[src/rtl/alu_op_sequencer.sv]
// Initiator-side sequencer for the registered 8-bit ALU: accepts requests, waits out
// the ALU latency, captures the result and returns it with a zero flag.
//
// state | meaning
// IDLE  | ready for a request; ALU drive registers hold last issued operation
// EXEC  | ALU registers its result this cycle
// CAPT  | capture ALU_RESULT into response and chain registers
// RESP  | response presented, held until RESP_READY
module alu_op_sequencer #(
  parameter int COUNT_WIDTH = 16
) (
  input  logic                   CLK,
  input  logic                   RESET,
  input  logic                   REQ_VALID,
  output logic                   REQ_READY,
  input  logic [3:0]             REQ_OP,
  input  logic [7:0]             REQ_A,
  input  logic [7:0]             REQ_B,
  input  logic                   REQ_CHAIN,
  output logic [7:0]             ALU_IN_A,
  output logic [7:0]             ALU_IN_B,
  output logic [3:0]             ALU_OP_CODE,
  input  logic [7:0]             ALU_RESULT,
  output logic                   RESP_VALID,
  input  logic                   RESP_READY,
  output logic [7:0]             RESP_DATA,
  output logic                   RESP_ZERO,
  output logic [COUNT_WIDTH-1:0] OP_COUNT
);

  typedef enum logic [1:0] {IDLE, EXEC, CAPT, RESP} state_t;

  state_t     state;
  logic [7:0] last;

  // Held low while RESET is asserted so no request is taken in the reset cycle.
  assign REQ_READY = (state == IDLE) && !RESET;

  always_ff @(posedge CLK) begin
    if (RESET) begin
      state       <= IDLE;
      last        <= 8'h00;
      ALU_IN_A    <= 8'h00;
      ALU_IN_B    <= 8'h00;
      ALU_OP_CODE <= 4'h0;
      RESP_VALID  <= 1'b0;
      RESP_DATA   <= 8'h00;
      RESP_ZERO   <= 1'b0;
      OP_COUNT    <= '0;
    end else begin
      case (state)
        IDLE: begin
          if (REQ_VALID) begin
            ALU_OP_CODE <= REQ_OP;
            ALU_IN_B    <= REQ_B;
            ALU_IN_A    <= REQ_CHAIN ? last : REQ_A;
            state       <= EXEC;
          end
        end
        EXEC: begin
          state <= CAPT;
        end
        CAPT: begin
          RESP_DATA  <= ALU_RESULT;
          RESP_ZERO  <= (ALU_RESULT == 8'h00);
          last       <= ALU_RESULT;
          RESP_VALID <= 1'b1;
          state      <= RESP;
        end
        RESP: begin
          if (RESP_READY) begin
            RESP_VALID <= 1'b0;
            OP_COUNT   <= OP_COUNT + COUNT_WIDTH'(1);
            state      <= IDLE;
          end
        end
        default: begin
          state <= IDLE;
        end
      endcase
    end
  end

endmodule

[config.mk]
export PLATFORM = sky130hd
export DESIGN_NAME = alu_op_sequencer
export DESIGN_NICKNAME = d
export VERILOG_FILES = /design/src/rtl/alu_op_sequencer.sv
export SDC_FILE = /design/constraint.sdc
export NUM_CORES = 1
export LEC_CHECK = 0
export BUFFER_PORTS_ARGS = -buffer_cell sky130_fd_sc_hd__buf_2
export CORE_ASPECT_RATIO = 0.8
export CORE_MARGIN = 1.5
export CORE_UTILIZATION = 50
export CTS_CLUSTER_DIAMETER = 80
export CTS_CLUSTER_SIZE = 24
export DETAILED_ROUTE_END_ITERATION = 10
export PLACE_DENSITY_LB_ADDON = 0.05
export SLEW_MARGIN = 30
export SYNTH_ARGS = -nofsm -noshare
export SYNTH_HDL_FRONTEND = slang
export SYNTH_SLANG_ARGS = --single-unit
[constraint.sdc]
create_clock -name CLK -period 5.4 [get_ports CLK]
set_clock_uncertainty 0.05 [all_clocks]
set_input_delay 0 -clock CLK [delete_from_list [all_inputs] [get_ports CLK]]
set_output_delay 0 -clock CLK [all_outputs]
set_load 0.05 [all_outputs]
# ---- Yosys cells after proc, flatten, opt, wreduce, memory -nomap -nowiden
# Index checks and enable logic that the tools add are counted.
dict set report word_totals {
  out_inout_bits 47
  register_bits 48
}
dict set report op_classes {
  n_addsub 1
  n_eq_ne 5
  reduce_logical 9
  n_mux 6
}
# operator count
set op_table {}
lappend op_table {{adder 16 x 1 -> 16 bit (second input constant)} 1}
lappend op_table {{logical NOT 8 bit} 1}
lappend op_table {{2-to-1 mux 8 bit} 1}
lappend op_table {{one-hot mux 2 bit (4 select lines)} 1}
lappend op_table {{AND reduction 2 bit} 4}
lappend op_table {{equality test 2 bit (second input constant)} 2}
lappend op_table {{2-to-1 mux 2 bit} 2}
lappend op_table {{inequality test 2 bit (second input constant)} 2}
lappend op_table {{equality test 2 x 1 -> 1 bit (second input constant)} 1}
lappend op_table {{logical NOT 2 bit} 1}
lappend op_table {{one-hot mux 1 bit (2 select lines)} 1}
lappend op_table {{nonzero test 2 bit} 1}
lappend op_table {{logical AND 1 bit} 1}
lappend op_table {{logical NOT 1 bit} 1}
lappend op_table {{2-to-1 mux 1 bit} 1}

# ---- Depth between registers and ports, before layout
dict set report logic_depth {
  ltp_word 3
  ltp_mapped 7
  ltp_nobuf 6
}

# ---- Worst setup path before layout
# OpenSTA, ideal clock, no wires.
dict set report synth_path {
  path_type {register to register}
  startpoint {register OP_COUNT[2]}
  endpoint {register OP_COUNT[13]}
  arrival_ns 1.921
  stages_incl_launch_ff 5
  setup_slack_ns 3.359
  required_time_ns 5.280
  period_less_slack_ns 2.041
  setup_ns 0.070
  path_cell_list {dfxtp_1 -> nand3_2 -> or4_4 -> or3_1 -> a21oi_1}
}
dict set report synth_between {
  elab_chain_cells 1
}
# element line_no
set synth_lines {}
lappend synth_lines {{start: declaration} 28} ;# output logic [COUNT_WIDTH-1:0] OP_COUNT
lappend synth_lines {{start signal: assignment} 73} ;# OP_COUNT <= OP_COUNT + COUNT_WIDTH'(1);
lappend synth_lines {{adder 16 x 1 -> 16 bit} 73}
# No other way between the ends.
# A chain may end at the register's enable or synchronous reset.

# ---- Final worst setup path
dict set report layout_path {
  startpoint {register state[1]}
  endpoint {register OP_COUNT[15]}
}
dict set report layout_between {
  elab_chain_cells 2
}
# element line_no
set layout_lines {}
lappend layout_lines {{start: declaration} 33} ;# state_t state;
lappend layout_lines {{start signal: assignment} 41} ;# state <= IDLE;
lappend layout_lines {{start signal: assignment} 57} ;# state <= EXEC;
lappend layout_lines {{start signal: assignment} 61} ;# state <= CAPT;
lappend layout_lines {{equality test 2 bit} 51} ;# case (state)
lappend layout_lines {{AND reduction 2 bit (no line)} -}
# No other way between the ends.

==> reports/metrics.yaml <==
outcome:
  status: "complete, no violations"
synthesis:
  synth-seq-cells: 48
  synthesis.area_sq_mm: 0.00199
  syn_nets: 262
  synth_edf_count: 0
  yosysSeqAreaShare_pct: 48.4
  synth.avg_cell_area_sq_um: 8.86
  syn-instance-count: 224
  ys_warn_count: 0
  ys_async_sr_fraction_pct: 0
  ys.flop_type: "dfxtp_1"
  ys_types: 27
power:
  leakage_nw: 1.23
  power.total_mw: 1.08
  clockPowerShare_pct: 19.4
  internal_power_mw: 0.625
  powerDensity_mw_per_mm2: 389
  p_sw_share_pct: 41.9
  irDropWorstVdd_v: 0.000190
  p_comb_share_pct: 40.0
  power_frac_seq_pct: 40.6
  p_sw_mw: 0.451
route:
  ant_nets: 0
  dr_total_vias: 1918
  routed-wl-met3_um: 243
  routed_via_density: 5.05
  drt_iter0_drc: 59
  firstDrtPassIters: 4
  wl_met2_um: 2240
  drt-total-wl_um: 4790
  top_layer_used: "met4"
  met1Wirelength_um: 2270
  drc: 0
  wl_per_cell_um: 12.6
timing:
  final_hold_viol_count: 0
  fin_ws_ns: 3.49
  maxSlewHeadroom_pct: 41.3
  tightest_slew_ns: 0.880
  fin_crit_ns: 1.91
  setup_tns_ns: 0
  max_freq_mhz: 524
  period_share_pct: 35.4
  setup_viol: 0
  report.final.slew_viol_count: 0
  rsz0062_at_grt: "false"
die:
  die_y_um: 59.4
  start_util_pct: 52.2
  num_rows: 20
  die_area_sq_mm: 0.00436
  core_sq_mm: 0.00380
  ios: 80
  dieWidth_um: 73.5
clock_tree:
  clock_sinks: 48
  htree_levels: 2
  cts_max_path_buffers: 2
  post_cts_buffers: 0
  cts_resized: 0
  clk_pin_slew_worst_paths_ns: 0.09
  clock_latency_ns: 0.30
  clockRootBuffer: "clkbuf_8"
  numCtsBuffers: 5
  ctsHoldBuffers: 26
  tritoncts: "done"
finish:
  multiInputGateArea_sq_um: 953
  antenna_cells: 0
  regArea_sq_um: 961
  syn2layout_area_growth_pct: 39.2
  final_area_sq_mm: 0.00276
  fillCellCount: 313
  nets: 362
  drive_above_1_share_pct: 28.6
global_routing:
  grt_max_degree: 50
  grt_first_pass_wirelength_um: 7540
  grtUsageTotal_pct: 22.1
  overflow: 0
  antenna_found_initial: 0
  grt_pass1_vias: 1724
placed_design:
  routabilityCongestion: 0.804
  dpl_worst_slack_ns: 3.51
  hpwl_um: 3020
  port_buffers: 79
  place_area_sq_mm: 0.00240
worst_setup_path:
  path_max_fanout: 7
  crit_chain: "ha_1 > nand3_1 > or4_4 > or3_1 > a21oi_1"
  critical_path_class: "reg2reg"
  cp-end-kind: "flop"
  cpMaxStageDelayCell: "or4_4"
  cp-start-kind: "flop"
  crit_required_ns: 5.56
  crit_arrival_ns: 2.07
  cp_slowest_stage_delay_ns: 0.54
job:
  drv_cap: 0
worst_hold_path:
  hold_path_class: "in2reg"
## per-layer routing
| layer | GRT usage, % | vias to the layer above |
|---|---|---|
| li1 | - | 962 |
| met1 | 27.8 | 893 |
| met2 | 38.6 | 59 |
| met3 | 4.59 | 4 |
| met4 | 6.08 | 0 |
| met5 | 0 | - |
## logic make-up (layout without fill, tap and decap cells)
kind of cell | after synthesis | after routing | synth area share [%]
xor+xnor | 12 | 12 | 5.29
flops | 48 | 48 | 48.4
fa+ha+maj | 5 | 5 | 3.15
mux | 17 | 17 | 8.57
buf+inv | 19 | 120 | 3.59
compound gates | 31 | 31 | 9.14
simple gates | 92 | 92 | 21.9
## state kept, by name (all words and copies together), names as in the netlist
signal and flops:
OP_COUNT 16, ALU_IN_A 8, ALU_IN_B 8, last 8
ALU_OP_CODE 4, state 2, RESP_VALID 1, RESP_ZERO 1
## power groups by stage
| stage | Sequential (mW) | Clock [mW] | Combinational, mW |
|---|---|---|---|
| floorplan | 0.596 | 0 | 0.168 |
| global placement | 0.442 | 0 | 0.403 |
| detailed placement | 0.444 | 0 | 0.407 |
| CTS | 0.436 | 0.214 | 0.422 |
| global route | 0.443 | 0.227 | 0.464 |
| finish | 0.437 | 0.208 | 0.431 |
## cells in the mapped netlist (6+ instances only)
library cell / instances / area share (%)
dfxtp_1: 48 / 48
nand2_1: 31 / 5.9
nor2_1: 31 / 5.9
a21oi_1: 17 / 4.3
mux2i_1: 17 / 8.6
clkbuf_1: 11 / 2.1
a211oi_1: 9 / 3.4
xnor2_1: 8 / 3.5
nand3_1: 7 / 1.8
inv_1: 6 / 1.1
## critical path: cells and delay by family (launching register included)
kind | cells | cell delay, ns
and+or+nand+nor | 3 | 0.96
DFF | 1 | 0.38
adders and majority gates | 1 | 0.29
AOI/OAI and AO/OA | 1 | 0.15
## per-stage QoR
step / util [%] / std cells / hold WS, ns
floorplan: - / 224 / 0.0860
global placement: 63.1 / 345 / 0.192
detailed placement: 63.1 / 345 / 0.203
CTS: 72.3 / 379 / 0.00268
global route: 72.7 / 380 / 0.000394
finish: 72.7 / 380 / 0.00639
## path summary, 6_finish.rpt
| kind | start | to | slack [ns] | depth (start not counted) |
|---|---|---|---|---|
| max | state[1] | OP_COUNT[15] | 3.49 | 5 |
| min | REQ_A[2] | ALU_IN_A[2] | 0.006 | 3 |
| max reg2reg | state[1] | OP_COUNT[15] | 3.49 | 5 |
| min reg2reg | ALU_IN_B[4] | ALU_IN_B[4] | 0.40 | 2 |
## cell usage in the layout (no fill, tap or decap), drive strengths merged, types with 6 or more instances in the layout
master,n
a211oi,9
a21oi,17
buf,80
dfxtp,48
dlygate4sd3,26
inv,6
mux2i,17
nand2,31
nand3,8
nor2,31
xnor2,8
## layout make-up
| class | instances | area share [%] |
|---|---|---|
| clock buffers | 5 | 2.49 |
| multi-input cells | 157 | 34.5 |
| flip-flops and latches | 48 | 34.8 |
| clock inverters | 3 | 0.679 |
| repair buffers | 106 | 24.3 |
| inverters | 6 | 0.815 |
| well taps | 55 | 2.49 |
(Power assumes the default switching activity.)
